--- src/rtl/pec_act_feeder_pkg.sv ---
// Shared constants, FSM encoding and word+marker bundle sizing for the PEC activation feeder.
package pec_act_feeder_pkg;

  localparam int PEC_DATA_WIDTH    = 8;
  localparam int PEC_CHANNEL_DEPTH = 32;
  localparam int PEC_ADDR_WIDTH    = 10;
  localparam int PEC_CNT_WIDTH     = 8;

  // Stored word layout: {flags, data, frt, lst_row, lst_blk}
  localparam int PEC_BUNDLE_WIDTH = PEC_CHANNEL_DEPTH + PEC_DATA_WIDTH * PEC_CHANNEL_DEPTH + 3;

  typedef enum logic [1:0] {
    ST_IDLE = 2'd0,
    ST_RUN  = 2'd1,
    ST_DONE = 2'd2
  } feeder_state_e;

  function automatic int bundle_width(input int dw, input int cd);
    return cd + dw * cd + 3;
  endfunction

endpackage

--- src/rtl/pec_act_skid_buf.sv ---
// Two-entry FIFO holding fetched activation words; push and pop may occur in the same cycle.
module pec_act_skid_buf #(
  parameter int WIDTH = 8
) (
  input  logic             clk,
  input  logic             rst,
  input  logic             push,
  input  logic [WIDTH-1:0] push_data,
  input  logic             pop,
  output logic [WIDTH-1:0] head,
  output logic [1:0]       count,
  output logic             empty,
  output logic             full
);

  logic [WIDTH-1:0] mem_q [2];
  logic             wr_ptr_q;
  logic             rd_ptr_q;
  logic [1:0]       count_q;
  logic             do_push;
  logic             do_pop;

  assign empty   = (count_q == 2'd0);
  assign full    = (count_q == 2'd2);
  assign count   = count_q;
  assign head    = mem_q[rd_ptr_q];
  assign do_pop  = pop && !empty;
  // A full buffer still accepts a push when the head leaves in the same cycle.
  assign do_push = push && (!full || do_pop);

  always_ff @(posedge clk) begin
    if (rst) begin
      for (int i = 0; i < 2; i++) mem_q[i] <= '0;
      wr_ptr_q <= 1'b0;
      rd_ptr_q <= 1'b0;
      count_q  <= 2'd0;
    end else begin
      if (do_push) begin
        mem_q[wr_ptr_q] <= push_data;
        wr_ptr_q        <= ~wr_ptr_q;
      end
      if (do_pop) rd_ptr_q <= ~rd_ptr_q;
      count_q <= count_q + {1'b0, do_push} - {1'b0, do_pop};
    end
  end

endmodule

--- src/rtl/pec_act_feeder.sv ---
// Head-of-chain activation transmitter: walks a block of buffer words, tags row/block markers,
// and offers them to the first PEC over a level-ready / pulse-get handshake.
module pec_act_feeder
  import pec_act_feeder_pkg::*;
#(
  parameter int DATA_WIDTH    = PEC_DATA_WIDTH,
  parameter int CHANNEL_DEPTH = PEC_CHANNEL_DEPTH,
  parameter int ADDR_WIDTH    = PEC_ADDR_WIDTH,
  parameter int CNT_WIDTH     = PEC_CNT_WIDTH
) (
  input  logic                                clk,
  input  logic                                rst,
  input  logic                                cfg_start,
  input  logic [ADDR_WIDTH-1:0]               cfg_base_addr,
  input  logic [CNT_WIDTH-1:0]                cfg_row_len,
  input  logic [CNT_WIDTH-1:0]                cfg_row_num,
  output logic                                buf_rd_en,
  output logic [ADDR_WIDTH-1:0]               buf_rd_addr,
  input  logic [CHANNEL_DEPTH-1:0]            buf_rd_flg,
  input  logic [DATA_WIDTH*CHANNEL_DEPTH-1:0] buf_rd_dat,
  output logic                                pec_rdy_act,
  input  logic                                pec_get_act,
  output logic [CHANNEL_DEPTH-1:0]            pec_flg_act,
  output logic [DATA_WIDTH*CHANNEL_DEPTH-1:0] pec_act,
  output logic                                pec_frt_act_row,
  output logic                                pec_lst_act_row,
  output logic                                pec_lst_act_blk,
  output logic                                busy,
  output logic                                done,
  output logic                                err_get,
  output feeder_state_e                       dbg_state
);

  // Handshake: pec_rdy_act is a level meaning the head word is valid; pec_get_act is a one-cycle
  // pulse, and a word transfers only on an edge where both are high. A get without rdy is dropped.

  localparam int BW = bundle_width(DATA_WIDTH, CHANNEL_DEPTH);
  localparam logic [CNT_WIDTH-1:0] CNT_ONE = {{(CNT_WIDTH-1){1'b0}}, 1'b1};

  feeder_state_e          state_q, state_d;
  logic [CNT_WIDTH-1:0]   len_q, num_q, col_q, row_q;
  logic [ADDR_WIDTH-1:0]  addr_q;
  logic                   issue_end_q;
  logic                   inflight_q;
  logic [2:0]             mark_q;
  logic                   err_q;

  logic                   pop, issue, zero_cfg;
  logic                   frt, lst_row, lst_blk;
  logic [1:0]             occ;
  logic                   buf_empty, buf_full;
  logic [2:0]             occ_after;
  logic [BW-1:0]          head;

  assign zero_cfg  = (cfg_row_len == '0) || (cfg_row_num == '0);
  assign pop       = pec_get_act && pec_rdy_act;
  assign frt       = (col_q == '0);
  assign lst_row   = (col_q == len_q - CNT_ONE);
  assign lst_blk   = lst_row && (row_q == num_q - CNT_ONE);
  // Words held plus the read in flight, less any word leaving this cycle, must stay below two.
  assign occ_after = {1'b0, occ} + {2'b00, inflight_q} - {2'b00, pop};
  assign issue     = (state_q == ST_RUN) && !issue_end_q && (occ_after < 3'd2);

  pec_act_skid_buf #(.WIDTH(BW)) u_skid (
    .clk       (clk),
    .rst       (rst),
    .push      (inflight_q),
    .push_data ({buf_rd_flg, buf_rd_dat, mark_q}),
    .pop       (pop),
    .head      (head),
    .count     (occ),
    .empty     (buf_empty),
    .full      (buf_full)
  );

  always_comb begin
    state_d = state_q;
    case (state_q)
      ST_IDLE: if (cfg_start) state_d = zero_cfg ? ST_DONE : ST_RUN;
      ST_RUN:  if (pop && head[0]) state_d = ST_DONE;
      ST_DONE: state_d = ST_IDLE;
      default: state_d = ST_IDLE;
    endcase
  end

  always_ff @(posedge clk) begin
    if (rst) begin
      state_q     <= ST_IDLE;
      len_q       <= '0;
      num_q       <= '0;
      col_q       <= '0;
      row_q       <= '0;
      addr_q      <= '0;
      issue_end_q <= 1'b0;
      inflight_q  <= 1'b0;
      mark_q      <= '0;
      err_q       <= 1'b0;
    end else begin
      state_q    <= state_d;
      inflight_q <= issue;
      if (pec_get_act && !pec_rdy_act) err_q <= 1'b1;
      if (state_q == ST_IDLE && cfg_start && !zero_cfg) begin
        len_q       <= cfg_row_len;
        num_q       <= cfg_row_num;
        addr_q      <= cfg_base_addr;
        col_q       <= '0;
        row_q       <= '0;
        issue_end_q <= 1'b0;
      end else if (issue) begin
        addr_q <= addr_q + 1'b1;
        mark_q <= {frt, lst_row, lst_blk};
        if (lst_row) begin
          col_q <= '0;
          row_q <= row_q + CNT_ONE;
        end else begin
          col_q <= col_q + CNT_ONE;
        end
        if (lst_blk) issue_end_q <= 1'b1;
      end
    end
  end

  assign buf_rd_en       = issue;
  assign buf_rd_addr     = addr_q;
  assign pec_rdy_act     = !buf_empty;
  assign pec_flg_act     = head[BW-1 -: CHANNEL_DEPTH];
  assign pec_act         = head[3 +: DATA_WIDTH*CHANNEL_DEPTH];
  assign pec_frt_act_row = head[2];
  assign pec_lst_act_row = head[1];
  assign pec_lst_act_blk = head[0];
  assign busy            = (state_q != ST_IDLE);
  assign done            = (state_q == ST_DONE);
  assign err_get         = err_q;
  assign dbg_state       = state_q;

endmodule
--- config.mk ---
export PLATFORM = sky130hd
export DESIGN_NAME = pec_act_feeder
export DESIGN_NICKNAME = d
export VERILOG_FILES = /design/src/rtl/pec_act_feeder_pkg.sv /design/src/rtl/pec_act_skid_buf.sv /design/src/rtl/pec_act_feeder.sv
export SDC_FILE = /design/constraint.sdc
export NUM_CORES = 1
export LEC_CHECK = 0
export ABC_AREA = 1
export CELL_PAD_IN_SITES_DETAIL_PLACEMENT = 1
export CELL_PAD_IN_SITES_GLOBAL_PLACEMENT = 2
export CORE_MARGIN = 2
export CORE_UTILIZATION = 37
export CTS_BUF_LIST = sky130_fd_sc_hd__clkbuf_4 sky130_fd_sc_hd__clkbuf_8
export DETAILED_ROUTE_END_ITERATION = 8
export HOLD_SLACK_MARGIN = 0.15
export PLACE_DENSITY = 0.89
export REMOVE_ABC_BUFFERS = 1
export SLEW_MARGIN = 0
export SYNTH_ARGS = -nofsm -noshare
export SYNTH_HDL_FRONTEND = slang
export SYNTH_SLANG_ARGS = --single-unit
--- constraint.sdc ---
create_clock -name clk -period 20.6 [get_ports clk]
set_input_delay 3.09 -clock clk [delete_from_list [all_inputs] [get_ports clk]]
set_output_delay 3.09 -clock clk [all_outputs]
set_load 0.1 [all_outputs]
==> results.sh, run 1 <==
export IMPL_status="finished clean"
export IMPL_clock_latency_ns=0.72
export IMPL_layout_nets=3294
export IMPL_wl_per_cell_um=20.80
export IMPL_synthTopCellsByArea="edfxtp_1 (63%), mux2_2 (12%), nor2_1 (8.7%)"
export IMPL_synth_simple_area_share_pct=11.90
export IMPL_initial_core_util_pct=37.31
export IMPL_yosysWarnings=0
export IMPL_dp_hpwl_um=56120
export IMPL_gp_congestion=0.7997
export IMPL_hold_path_class="register to register"
export IMPL_synthTopCellsByCount="nor2_1 (642), edfxtp_1 (582), inv_1 (350)"
export IMPL_period_needed_ns=9.998
export IMPL_crit_arrival_ns=6.91
export IMPL_synth_avg_cell_area_um2=11.93
export IMPL_worstSetupPathType="input port to output port"
export IMPL_remaining_drc_errors=0
export IMPL_cts_buffer_depth=3
export IMPL_drv_slew=0
export IMPL_grt_pass1_vias=21180
export IMPL_synth_enable_flop_cells=582
export IMPL_hold_depth=2
export IMPL_clk_pin_slew_worst_paths_ns=0.05
export IMPL_ir_drop_mv=0.09284
export IMPL_ys_seq_area_share_pct=66.99
export IMPL_tns_ns=0
export IMPL_postPlaceCellArea_um2=34850
export IMPL_grt_pass1_wl_um=126300
export IMPL_cts_resized=0
export IMPL_synthAdderAreaFrac_pct=0.4783
export IMPL_cts_inserted_buffers=109
export IMPL_fin_crit_sh_pct=48.53
export IMPL_fmax_mhz=100.0
export IMPL_tightest_slew_ns=1.212
export IMPL_area_growth_pct=33.43
export IMPL_die_w_um=277.8
export IMPL_yosys_area_top_type="edfxtp_1"
export IMPL_core_area_um2=74320
export IMPL_synth_most_common_cell="nor2_1"
export IMPL_fin_skew_ns=0.05585
export IMPL_finalInstanceArea_um2=37000
export IMPL_synth_async_reset_ratio_pct=0
export IMPL_postRouteWirelength_um=83920
export IMPL_startpoint_type="input port"
export IMPL_dp_cells=3824
export IMPL_synth_top_family_by_area="simple AND/OR/NAND/NOR gates"
export IMPL_htree_levels=3
export IMPL_synth_cell_types=36
export IMPL_drt_pre_antenna_iters=5
export IMPL_p_per_area_nw_per_um2=128.4
export IMPL_ys_ff_latch=637
export IMPL_rows=100
export IMPL_die_h_um=277.8
export IMPL_setup_viol=0
export IMPL_seq_area_um2=18580
export IMPL_synth_top_area_share_pct=63.02
export IMPL_grt_max_degree=175
export IMPL_layout_cells_non_filler=4034
export IMPL_clock_sinks=637
export IMPL_dp_slack_ns=10.63
export IMPL_grt_ovfl_total=0
export IMPL_hold_violations=0
export IMPL_finalPower_mw=4.751
export IMPL_synth_area_um2=27730
export IMPL_cts_tree="built"
export IMPL_p_leak_nw=15.12
export IMPL_grt_total_usage_pct=21.28
export IMPL_required_ns=17.51
export IMPL_postCtsHoldBufs=0
export IMPL_drtIter0Drc=952
export IMPL_crit_fanout=22
export IMPL_ios=626
export IMPL_end_kind="output port"
export IMPL_layout_drive_gt1_share_pct=16.49
export IMPL_die_area_um2=77160
export IMPL_vias=19430
export IMPL_ff2ff_path_depth=10
export IMPL_ys_flop_type="edfxtp_1"
export IMPL_multi_input_comb_area_um2=7327
export IMPL_maxCapViolCount=0
export IMPL_synth_xor_area_share_pct=0.7896
export IMPL_ant_nets=0
export IMPL_io_buffers=625
export IMPL_num_fill_cells=7831
export IMPL_setup_ws_ns=10.60
export IMPL_antenna_found_initial=24
export IMPL_viasPerCell=4.816
export IMPL_synth_cells=2325
export IMPL_slew_headroom_pct=19.19
export IMPL_rsz0062_at_grt="false"
export IMPL_muxShareOfSynthArea_pct=11.82
export IMPL_synth_compound_area_share_pct=1.313
export IMPL_cts_root_buf="clkbuf_8"
export IMPL_post_cts_buffers=0
## area by class of cell
cell class / instances / share of cell area (%)
clock buffer: 138 / 4.660
inverter: 354 / 3.591
tap: 969 / 3.277
sequential: 637 / 50.22
timing repair buffer: 640 / 17.29
antenna: 15 / 0.1014
clock inverter: 57 / 1.058
multi-input combinational: 1224 / 19.80
## registers in the layout, summed over array words and instances (netlist names), 2 cells and up, named ones only
name          flops
num_q             8
row_q             8
u_skid.mem_q    582
len_q             8
buf_rd_addr      10
u_skid.count      2
col_q             8
dbg_state         2
mark_q            3
## critical path, cell delays in order
cell             delay, ns
clkdlybuf4s50_1       0.54
nand2_1               0.10
inv_1                 0.14
ha_1                  0.25
inv_1                 0.08
nand2_1               0.07
fa_1                  0.48
nand2_1               0.06
nor2_1                0.09
and2_1                0.72
clkdlybuf4s50_1       1.29
## metal layers
layer  vias to the layer above  GRT usage (%)  wire, um
li1                       8974              -         -
met1                      9695          23.93     32150
met2                       564          37.83     43290
met3                       177          5.550      5311
met4                        18          9.425      3064
met5                         -              0       103
## power by group
part           internal [mW]  leakage (nW)  switching [mW]
clock network          0.601          1.13           0.529
logic                  0.500          7.52            1.53
registers               1.54          6.47          0.0465
## logic make-up after synthesis
family	count (synthesis)
compound gates	70
simple gates	828
xor+xnor	25
buf+inv	464
fa+ha+maj	10
mux	291
flops	637
## final timing paths
kind | startpoint | endpoint | slack, ns
setup / recovery | pec_get_act | buf_rd_en | 10.60
hold reg to reg | mark_q[0] | mark_q[0] | 0.47
hold / removal | mark_q[0] | mark_q[0] | 0.47
setup reg to reg | u_skid.count[1] | u_skid.mem_q[1][263] | 16.47
## cells in the final DEF, fill, tap and decap left out, types with 9 or more instances in the layout
cell type        count
a21oi_1             37
buf_4               15
clkbuf_4            28
clkbuf_8           110
clkdlybuf4s50_1    622
clkinv_1            30
clkinv_2            18
dfxtp_1             54
diode_2             15
edfxtp_1           582
ha_1                 9
inv_1              350
mux2_2             291
nand2_1            100
nand3_1             40
nand4_1             12
nor2_1             642
o21ai_0             27
xnor2_1              9
xor2_1              16
## through the flow
step,utilization (%),hold WS [ns]
after global routing,49.78,0.4964
after detailed placement,46.89,0.4622
after floorplan,-,0.4265
after CTS,49.74,0.4728
final,49.79,0.4730
after global placement,46.89,0.4363
(Power assumes the default switching activity.)
==> run 2, diff against run 1 <==
--- a/config.mk
+++ b/config.mk
@@ -9,11 +9,11 @@
 export CELL_PAD_IN_SITES_DETAIL_PLACEMENT = 1
 export CELL_PAD_IN_SITES_GLOBAL_PLACEMENT = 2
 export CORE_MARGIN = 2
-export CORE_UTILIZATION = 37
+export CORE_UTILIZATION = 31
 export CTS_BUF_LIST = sky130_fd_sc_hd__clkbuf_4 sky130_fd_sc_hd__clkbuf_8
 export DETAILED_ROUTE_END_ITERATION = 8
 export HOLD_SLACK_MARGIN = 0.15
-export PLACE_DENSITY = 0.89
+export PLACE_DENSITY = 0.79
 export REMOVE_ABC_BUFFERS = 1
 export SLEW_MARGIN = 0
 export SYNTH_ARGS = -nofsm -noshare
==> constraint.sdc (replaced) <==
create_clock -name clk -period 9.19 [get_ports clk]
set_input_delay 1.3785 -clock clk [delete_from_list [all_inputs] [get_ports clk]]
set_output_delay 1.3785 -clock clk [all_outputs]
set_load 0.1 [all_outputs]
==> run 2 against run 1 <==
  * Final cell count increased by 5.2%
  * First-iteration DRC count is 8.9% lower
  * Final area increased by 1.1%
  * Combinational power grew 120%
  * Routed wire length fell by 2.2%
  * Critical path type unchanged
==> results.sh, run 2 (synthesized netlist as in run 1, its figures left out) <==
export IMPL_rsz0062_at_grt="false"
export IMPL_ir_drop_mv=0.1718
export IMPL_drtIter0Drc=867
export IMPL_dp_slack_ns=3.036
export IMPL_ios=626
export IMPL_gp_congestion=0.7889
export IMPL_clock_latency_ns=0.74
export IMPL_rows=109
export IMPL_area_growth_pct=34.92
export IMPL_io_buffers=625
export IMPL_cts_root_buf="clkbuf_8"
export IMPL_grtUsageMet2_pct=30.50
export IMPL_grt_ovfl_total=0
export IMPL_ff2ff_path_depth=9
export IMPL_startpoint_type="input port"
export IMPL_finalPower_mw=10.73
export IMPL_tightest_slew_ns=1.242
export IMPL_crit_arrival_ns=4.81
export IMPL_viasPerCell=4.496
export IMPL_die_h_um=303.1
export IMPL_hold_path_class="register to register"
export IMPL_core_area_um2=88510
export IMPL_hold_violations=0
export IMPL_top_register="u_skid.mem_q"
export IMPL_met3_usage_pct=5.140
export IMPL_layout_common_cells="nor2_1 (642), clkdlybuf4s50_1 (625), edfxtp_1 (582)"
export IMPL_postRouteWirelength_um=82040
export IMPL_slew_headroom_pct=17.20
export IMPL_drt_pre_antenna_iters=6
export IMPL_clock_sinks=637
export IMPL_r2r_start="u_skid.count[1]"
export IMPL_layout_nets=3299
export IMPL_post_cts_buffers=0
export IMPL_setup_ws_ns=3.001
export IMPL_holdWs_ns=0.4743
export IMPL_fmax_mhz=161.6
export IMPL_dp_cells=4021
export IMPL_vias=19070
export IMPL_cts_tree="built"
export IMPL_drv_slew=0
export IMPL_num_fill_cells=9534
export IMPL_final_common_cell="nor2_1"
export IMPL_period_needed_ns=6.189
export IMPL_htree_levels=3
export IMPL_die_area_um2=91870
export IMPL_status="finished clean"
export IMPL_grt_total_usage_pct=17.26
export IMPL_grt_pass1_wl_um=121600
export IMPL_worstSetupPathType="input port to output port"
export IMPL_cts_resized=0
export IMPL_wl_per_cell_um=19.34
export IMPL_p_per_area_nw_per_um2=286.8
export IMPL_postPlaceCellArea_um2=35130
export IMPL_fin_crit_sh_pct=67.35
export IMPL_finalInstanceArea_um2=37420
export IMPL_largest_reg_flops=582
export IMPL_fin_skew_ns=0.03553
export IMPL_tns_ns=0
export IMPL_endpoint="buf_rd_en"
export IMPL_critPathLaunch="pec_get_act"
export IMPL_postLayoutCoreUtil_pct=42.27
export IMPL_die_w_um=303.1
export IMPL_initial_core_util_pct=31.33
export IMPL_crit_fanout=22
export IMPL_cts_buffer_depth=3
export IMPL_clk_pin_slew_worst_paths_ns=0.06
export IMPL_grt_use_met1_pct=19.14
export IMPL_ant_nets=0
export IMPL_dp_hpwl_um=54140
export IMPL_required_ns=7.81
export IMPL_grt_busiest_layer="met2"
export IMPL_p_leak_nw=15.20
export IMPL_antenna_found_initial=17
export IMPL_r2r_end="u_skid.mem_q[0][119]"
export IMPL_grt_pass1_vias=20810
export IMPL_remaining_drc_errors=0
export IMPL_postCtsHoldBufs=0
export IMPL_maxCapViolCount=0
export IMPL_cts_inserted_buffers=113
export IMPL_grt_max_degree=155
export IMPL_layout_drive_gt1_share_pct=16.78
export IMPL_r2r_slack_ns=5.36
export IMPL_layout_cells_non_filler=4242
export IMPL_end_kind="output port"
export IMPL_setup_viol=0
## run 2: cell count changes in the layout (fill, tap and decap cells not counted), moves of 2 or more
cell             before  now
clkbuf_8            110  120
inv_6                 2    0
clkinv_2             18   10
clkdlybuf4s50_1     622  625
bufinv_16             4    1
clkinv_8              0    3
diode_2              15   13
buf_4                15   11
buf_12                3    5
clkbuf_4             28   41
## run 2: how the worst min path moves through the flow
| stage | from | end | cells past startpoint |
|---|---|---|---|
| 2_1_floorplan | u_skid.rd_ptr_q | register | 1 |
| 3_3_place_gp | u_skid.rd_ptr_q | register | 1 |
| 3_5_place_dp | u_skid.rd_ptr_q | register | 1 |
| 4_1_cts | u_skid.rd_ptr_q | register | 1 |
| 5_1_grt | u_skid.rd_ptr_q | register | 1 |
| 6_report | u_skid.rd_ptr_q | register | 1 |
## run 2: critical path, stage by stage
cell,delay (ns)
clkdlybuf4s50_1,0.52
nand2_1,0.09
inv_1,0.15
ha_1,0.27
inv_1,0.09
nand2_1,0.07
fa_1,0.48
nand2_1,0.06
nor2_1,0.10
and2_1,0.13
buf_4,0.27
clkdlybuf4s50_1,1.19
## run 2: area by class of cell
cell class | instances | area [um^2] | area share, %
inverter | 354 | 1329 | 3.551
multi-input combinational | 1224 | 7327 | 19.58
clock buffer | 161 | 1959 | 5.237
tap | 1165 | 1458 | 3.896
timing repair buffer | 641 | 6439 | 17.21
clock inverter | 47 | 290.3 | 0.7758
sequential | 637 | 18580 | 49.66
antenna | 13 | 32.53 | 0.08694
## run 2: power breakdown
part	total, mW	internal, mW	switching [mW]	leakage, nW
Combinational	4.54	1.13	3.42	7.53
Clock	2.63	1.41	1.22	1.20
Sequential	3.56	3.45	0.106	6.47
## run 2: layer usage
layer,part of all wire [%],vias to the layer above
met2,51,562
met1,38,9380
met5,0.090,-
met4,3.5,12
li1,-,8972
met3,7.7,148
==> run 3, diff against run 2 <==
--- a/config.mk
+++ b/config.mk
@@ -9,11 +9,11 @@
 export CELL_PAD_IN_SITES_DETAIL_PLACEMENT = 1
 export CELL_PAD_IN_SITES_GLOBAL_PLACEMENT = 2
 export CORE_MARGIN = 2
-export CORE_UTILIZATION = 31
+export CORE_UTILIZATION = 34
 export CTS_BUF_LIST = sky130_fd_sc_hd__clkbuf_4 sky130_fd_sc_hd__clkbuf_8
 export DETAILED_ROUTE_END_ITERATION = 8
 export HOLD_SLACK_MARGIN = 0.15
-export PLACE_DENSITY = 0.79
+export PLACE_DENSITY = 0.82
 export REMOVE_ABC_BUFFERS = 1
 export SLEW_MARGIN = 0
 export SYNTH_ARGS = -nofsm -noshare
==> constraint.sdc (replaced) <==
create_clock -name clk -period 6.37 [get_ports clk]
set_input_delay 0.9555 -clock clk [delete_from_list [all_inputs] [get_ports clk]]
set_output_delay 0.9555 -clock clk [all_outputs]
set_load 0.1 [all_outputs]
==> run 3 against run 2 <==
  * Worst hold slack worse by 0.014 ns
  * Sequential cell count stayed put
  * Setup slack worse by 1.2 ns
  * Clock power up 41%
  * Clock skew grew 0.024 ns
  * Non-clock buffer count grew 8
  * Total power increased by 44%
  * Critical path depth decreased by 9
  * Count of clock-buffer cells in the layout down 9
  * Final cell count decreased by 2.6%
  * Via count grew 0.47%
==> results.sh, run 3 (synthesized netlist as in run 1, its figures left out) <==
export IMPL_path_depth=3
export IMPL_viasPerCell=4.637
export IMPL_grt_pass1_vias=20640
export IMPL_post_cts_buffers=0
export IMPL_slew_headroom_pct=21.21
export IMPL_cts_inserted_buffers=109
export IMPL_grt_max_degree=151
export IMPL_setup_viol=0
export IMPL_io_buffers=625
export IMPL_clock_latency_ns=0.72
export IMPL_drt_pre_antenna_iters=5
export IMPL_grt_pass1_wl_um=122300
export IMPL_largest_reg_flops=582
export IMPL_rows=104
export IMPL_initial_core_util_pct=34.37
export IMPL_crit_buf_inv=2
export IMPL_slowest_stage="clkdlybuf4s50_1"
export IMPL_grt_total_usage_pct=19.16
export IMPL_wl_per_cell_um=20.10
export IMPL_postRouteWirelength_um=83080
export IMPL_area_growth_pct=34.74
export IMPL_maxCapViolCount=0
export IMPL_crit_chain="buf_4 > mux2_2 > clkdlybuf4s50_1"
export IMPL_critPathTopFamily="buffers and inverters"
export IMPL_vias=19160
export IMPL_finalPower_mw=15.45
export IMPL_ff2ff_path_depth=9
export IMPL_htree_levels=3
export IMPL_p_leak_nw=15.23
export IMPL_rsz0062_at_grt="false"
export IMPL_cts_resized=0
export IMPL_required_ns=5.41
export IMPL_worstSetupPathType="register to output port"
export IMPL_top_register="u_skid.mem_q"
export IMPL_hold_violations=0
export IMPL_postCtsHoldBufs=0
export IMPL_layout_nets=3303
export IMPL_clk_pin_slew_worst_paths_ns=0.07
export IMPL_crit_fanout=40
export IMPL_ant_nets=0
export IMPL_r2r_end="u_skid.mem_q[1][79]"
export IMPL_period_needed_ns=4.541
export IMPL_layout_drive_gt1_share_pct=16.79
export IMPL_ir_drop_mv=0.2925
export IMPL_die_area_um2=83870
export IMPL_fin_skew_ns=0.06002
export IMPL_layout_cells_non_filler=4133
export IMPL_status="finished clean"
export IMPL_endpoint="pec_act[216]"
export IMPL_drv_slew=0
export IMPL_cts_tree="built"
export IMPL_cts_buffer_depth=3
export IMPL_fin_crit_sh_pct=71.28
export IMPL_ios=626
export IMPL_fmax_mhz=220.2
export IMPL_antenna_found_initial=15
export IMPL_final_common_cell="nor2_1"
export IMPL_clock_sinks=637
export IMPL_drtIter0Drc=941
export IMPL_tightest_slew_ns=1.178
export IMPL_core_area_um2=80680
export IMPL_crit_arrival_ns=3.59
export IMPL_grt_ovfl_total=0
export IMPL_cts_root_buf="clkbuf_8"
export IMPL_r2r_start="u_skid.count[1]"
export IMPL_end_kind="output port"
export IMPL_die_h_um=289.6
export IMPL_dp_cells=3924
export IMPL_remaining_drc_errors=0
export IMPL_r2r_slack_ns=3.01
export IMPL_cpPeakStageDelay_ns=1.20
export IMPL_startpoint_type="register"
export IMPL_die_w_um=289.6
export IMPL_dp_hpwl_um=56550
export IMPL_layout_common_cells="nor2_1 (642), clkdlybuf4s50_1 (622), edfxtp_1 (582)"
export IMPL_hold_path_class="register to register"
export IMPL_gp_congestion=0.7944
export IMPL_min_from="u_skid.rd_ptr_q"
export IMPL_p_per_area_nw_per_um2=413.6
[run 3: final cells by class]
type	instances	area, um^2
Inverter	354	1329
Antenna cell	12	30.03
Tap cell	1060	1326
Fill cell	8623	43310
Clock buffer	152	1836
Sequential cell	637	18580
Clock inverter	45	331.6
Timing Repair Buffer	649	6604
Multi-Input combinational cell	1224	7327
[run 3: worst min-delay path by stage]
| stage | end | slack, ns | depth (start not counted) |
|---|---|---|---|
| after global routing | register | 0.50 | 1 |
| after floorplan | register | 0.43 | 1 |
| after detailed placement | register | 0.45 | 1 |
| final | register | 0.46 | 1 |
| after CTS | register | 0.46 | 1 |
| after global placement | register | 0.43 | 1 |
[run 3: metrics by stage]
stage / util (%) / setup WS (ns) / setup TNS (ns) / hold slack [ns] / cell area, um^2
after floorplan: - / -12.73 / -8168.76 / 0.4265 / 27200
after global placement: 43.59 / 1.628 / 0 / 0.4288 / 35170
after global routing: 46.31 / 1.656 / 0 / 0.4953 / 37360
final: 46.31 / 1.829 / 0 / 0.4604 / 37360
after CTS: 46.28 / 1.703 / 0 / 0.4598 / 37330
after detailed placement: 43.59 / 1.557 / 0 / 0.4487 / 35170
[run 3: power by group]
| group | switching (mW) | leakage [nW] | internal (mW) |
|---|---|---|---|
| Sequential | 0.158 | 6.47 | 4.98 |
| Clock | 1.69 | 1.15 | 2.03 |
| Combinational | 4.95 | 7.61 | 1.65 |
[run 3: metal layers]
layer  wire (um)  vias up  part of all wire, %  GRT usage, %
met3        5382      145                  6.5         4.953
met5          70        -                0.084             0
met1       32070     9520                   39         22.03
li1            -     8984                    -             -
met2       43470      505                   52         34.46
met4        2086       10                  2.5         6.577
